<file path="src/rtl/pc_sequencer.sv">
// Program-counter owner for the multicycle MIPS core: FETCH/EXEC stepping, delayed-jump targets, halt.
// Optional macro PC_ALIGN_CHECK_EN adds the sticky addr_misaligned output and halts on misaligned targets.
module pc_sequencer #(
  parameter logic [31:0] RESET_VECTOR = 32'hBFC0_0000,
  parameter logic [31:0] HALT_ADDR    = 32'h0000_0000
) (
  input  logic        clk,
  input  logic        reset,
  input  logic        stall,
  input  logic [1:0]  jump_addr_selection,
  input  logic [31:0] instr_word,
  input  logic [31:0] rs_data,
  output logic [31:0] pc,
  output logic        state,
  output logic [31:0] link_addr,
  output logic        active
`ifdef PC_ALIGN_CHECK_EN
  ,
  output logic        addr_misaligned
`endif
);

  typedef enum logic {FETCH = 1'b0, EXEC = 1'b1} state_t;

  state_t      cur_state, next_state;
  logic [31:0] tgt_abs, tgt_page, tgt_rel;
  logic [31:0] pc4, sel_pc;
  logic        commit, halt_now;
  logic        unused_bits;

  assign state       = cur_state;
  assign pc4         = pc + 32'd4;
  assign link_addr   = pc + 32'd8;
  assign commit      = active && (cur_state == EXEC) && !stall;
  assign unused_bits = ^instr_word[31:26];

  always_comb begin
    next_state = cur_state;
    if (!active) begin
      next_state = FETCH;
    end else begin
      case (cur_state)
        FETCH:   next_state = EXEC;
        EXEC:    if (!stall) next_state = FETCH;
        default: next_state = FETCH;
      endcase
    end
  end

  // Selection picks targets registered at the previous commit, giving one delay slot.
  always_comb begin
    sel_pc = pc4;
    case (jump_addr_selection)
      2'b00:   sel_pc = pc4;
      2'b01:   sel_pc = tgt_abs;
      2'b10:   sel_pc = tgt_page;
      2'b11:   sel_pc = tgt_rel;
      default: sel_pc = pc4;
    endcase
  end

`ifdef PC_ALIGN_CHECK_EN
  logic misaligned_now;
  assign misaligned_now = (sel_pc[1:0] != 2'b00);
  assign halt_now       = misaligned_now || (sel_pc == HALT_ADDR);

  always_ff @(posedge clk) begin
    if (reset) begin
      addr_misaligned <= 1'b0;
    end else if (commit && misaligned_now) begin
      addr_misaligned <= 1'b1;
    end
  end
`else
  assign halt_now = (sel_pc == HALT_ADDR);
`endif

  always_ff @(posedge clk) begin
    if (reset) begin
      cur_state <= FETCH;
      pc        <= RESET_VECTOR;
      active    <= 1'b1;
      tgt_abs   <= 32'd0;
      tgt_page  <= 32'd0;
      tgt_rel   <= 32'd0;
    end else begin
      cur_state <= next_state;
      if (commit) begin
        tgt_abs  <= rs_data;
        tgt_page <= {pc4[31:28], instr_word[25:0], 2'b00};
        tgt_rel  <= pc4 + {{14{instr_word[15]}}, instr_word[15:0], 2'b00};
        if (halt_now) begin
          pc     <= HALT_ADDR;
          active <= 1'b0;
        end else begin
          pc <= sel_pc;
        end
      end
    end
  end

endmodule

</file>
<file path="config.mk">
export PLATFORM = sky130hd
export DESIGN_NAME = pc_sequencer
export DESIGN_NICKNAME = d
export VERILOG_FILES = /design/src/rtl/pc_sequencer.sv
export SDC_FILE = /design/constraint.sdc
export NUM_CORES = 1
export LEC_CHECK = 0
export CAP_MARGIN = 5
export CORE_ASPECT_RATIO = 0.75
export CORE_MARGIN = 8
export CORE_UTILIZATION = 49
export CTS_CLUSTER_SIZE = 20
export DETAILED_ROUTE_END_ITERATION = 8
export PLACE_DENSITY = 0.83
export SLEW_MARGIN = 10
export SYNTH_ARGS = -nofsm -noshare
export SYNTH_HDL_FRONTEND = slang
export SYNTH_SLANG_ARGS = --single-unit
</file>
<file path="constraint.sdc">
create_clock -name clk -period 3.4 [get_ports clk]
set_input_delay 0.68 -clock clk [delete_from_list [all_inputs] [get_ports clk]]
set_output_delay 0.68 -clock clk [all_outputs]
set_load 0.01 [all_outputs]
</file>
==> run summary <==
post-synthesis area per instance: 7.65 um2
CTS clk-pin slew, worst paths: 0.06 ns
core area: 0.0166 mm2
P per Cell Area: 399 mW/mm2
main combinational cell family by area after synthesis: simple AND/OR/NAND/NOR gates
cell types with the largest area share after synthesis: dfxtp_1 (31%), nand2_1 (9.5%), a21oi_1 (6.4%), ha_1 (5.6%), xor2_1 (5.3%)
maximum number of pins on one net before global-route repair: 114
Post-Syn Area: 0.00821 mm2
startpoint type of the worst setup path: flop
#FFs+latches synth: 128
total placed cells including tap cells: 1459
largest fanout of any net on the critical path: 8
root cell of the clock tree: clkbuf_16
Top Ports: 135
multiplexer share of the synthesized area: 5.64%
Total Routing Usage GR: 27.2%
number of antenna-violating nets in the routed design: 0
cell taking the most area after synthesis: dfxtp_1
n_diodes: 0
effective utilization at floorplan: 49.4%
post-synth top area share: 31.2%
Crit path arrival time: 2.65 ns
1st-iter DRT viols: 1293
Ys Warns: 0
non-filler cells in the finished layout: 1499
run status: finished clean
top post-synthesis cells by count: nand2_1 (207), dfxtp_1 (128), a21oi_1 (105)
relative slew slack: 17.5%
net count after synthesis: 1179
num rows: 41
number of setup violations in the final report: 0
cell depth of the worst hold path: 2
most common cell in the synthesized netlist: nand2_1
class of the tightest hold or removal check: reg -> reg
worst-case setup margin in the final layout: 0.0675 ns
startpoint-to-endpoint class of the critical path: reg -> out
number of hold violations in the final report: 0
largest buffer count on any clock path: 2
number of synthesized flops with an enable pin: 0
Final TNS setup: 0 ns
fraction of final layout cells with drive strength greater than 1: 21.0%
Final Instance Area: 0.0115 mm2
share of the yosys chip area belonging to registers: 31.2%
wirelength, routed: 29800 um
die height: 128 um
cells after synthesis: 1072
CTS sink cnt: 128
transition at the pin with the smallest max-transition slack: 1.24 ns
final global-route overflow total: 0
number of clock buffers inserted by TritonCTS: 17
Die Outline Area: 0.0212 mm2
H-tree Lvls: 4
TritonRoute pass-1 iters: 8
horizontal extent of the die: 165 um
Compound-Gate Fraction of Synth Area: 19.3%
routability cong.: 0.953
final hold slack: 0.455 ns
Area after DPL: 0.0104 mm2
RSZ-0062 raised after global routing: yes
WL per Instance: 19.9 um
required time reported for the critical path endpoint: 2.72 ns
minimum period implied by the final worst setup slack: 3.33 ns
period utilisation layout: 98.0%
antenna violations before repair: 0
wire length of the first global-routing pass: 45200 um
worst voltage drop across the vdd grid: 0.368 mV
number of design rule violations left after detail routing: 0
reported max-cap violation count: 0
post-synthesis share of cell area spent on full adders, half adders and majority gates: 5.89%
final layout net count: 1378
worst skew pair latency: 0.43 ns
Worst Clk Skew: 0.00646 ns
setup slack at placement: -0.212 ns
basic-gate share of the synthesized area counting and, or, nand and nor cells: 24.7%
Synth cell types: 61
Most used DFF post-synth: dfxtp_1
CTS tree: built
Max Transition Viols Final: 0
number of vias in the routed layout: 9106
area added between synthesis and finish: 40.0%
number of global-route vias before repair: 8653
post-synthesis async set-or-reset flop share: 0%
leakage power figure: 4.70 nW
post-detailed-route via-to-cell ratio: 6.07
Reg2Reg Depth: 13
maximum clock rate: 300 MHz
placed wire-length estimate after detailed placement: 21400 um
post-synthesis xor/xnor area fraction: 7.90%
capturing element type of the critical path: output pin
number of input and output port buffers inserted: 128
number of hold buffers added after cts: 0
path summary, 6_finish.rpt:
| check | from | end | slack (ns) |
|---|---|---|---|
| worst min register to register | tgt_rel[7] | tgt_rel[7] | 0.45 |
| worst min-delay path | tgt_rel[7] | tgt_rel[7] | 0.45 |
| worst max-delay path | pc[24] | link_addr[29] | 0.07 |
| worst max register to register | pc[3] | tgt_rel[31] | 0.07 |
sequential cells by signal (all words and copies together) (netlist names):
signal and flops:
active 1, pc 32, state 1, tgt_abs 32
tgt_page 30, tgt_rel 32
through the flow:
step           utilization, %  total power [mW]
2_1_floorplan               -              2.24
3_3_place_gp             62.5              2.67
6_report                 69.1              4.59
4_1_cts                  67.0              4.53
3_5_place_dp             62.5              2.70
5_1_grt                  69.1              4.74
cells in the final DEF (no fill, tap or decap), drive strengths merged, types with 11 or more instances in the layout:
master,count
nor4,14
clkbuf,18
ha,37
clkdlybuf4s50,116
xor2,50
buf,139
and3,11
o211ai,12
xnor2,24
nor3,32
o21ai,35
mux2i,17
a21oi,105
inv,24
nand4,15
dfxtp,128
nand2,207
nand3,32
a211oi,24
nor2,86
a21o,16
power breakdown:
group	switching [mW]	leakage, nW	internal (mW)
sequential	0.0621	1.05	1.58
clock	0.732	0.276	1.11
combinational	0.595	3.37	0.509
total	1.39	4.70	3.20
kinds of logic (layout without fill, tap and decap cells):
logic type	after synthesis	after routing
flops	128	128
simple gates	442	442
compound gates	252	252
fa+ha+maj	38	38
mux	34	34
buf+inv	104	316
xor+xnor	74	74
routing by layer:
layer / share of wire [%] / vias up / global-route usage, %
li1: - / 4181 / -
met1: 42 / 4268 / 36.9
met2: 42 / 573 / 39.2
met3: 13 / 84 / 8.44
met4: 3.2 / 0 / 10.9
met5: 0 / - / 0
layout make-up:
| class | instances | area (um2) |
|---|---|---|
| clock buffer | 18 | 439 |
| clock inverter | 14 | 155 |
| fill | 1275 | 5130 |
| inverter | 19 | 71.3 |
| multi-input combinational | 840 | 5650 |
| sequential | 128 | 2580 |
| tap | 215 | 269 |
| timing repair buffer | 265 | 2330 |
worst max-delay path, cell delays in order, from the launching register on:
cell	delay, ns
dfxtp_1	0.38
buf_4	0.20
and4_1	0.23
nand4_1	0.32
nor4_1	0.34
xor2_1	0.18
clkdlybuf4s50_1	0.57
timing repair:
item | in CTS | in global routing
gates resized for setup | 28 | 66
pin swaps | 6 | 29
hold endpoints to repair | 0 | 0
setup endpoints to repair | 24 | 25
buffers inserted | 2 | 6
No activity file was read; power rests on OpenSTA's default activity.
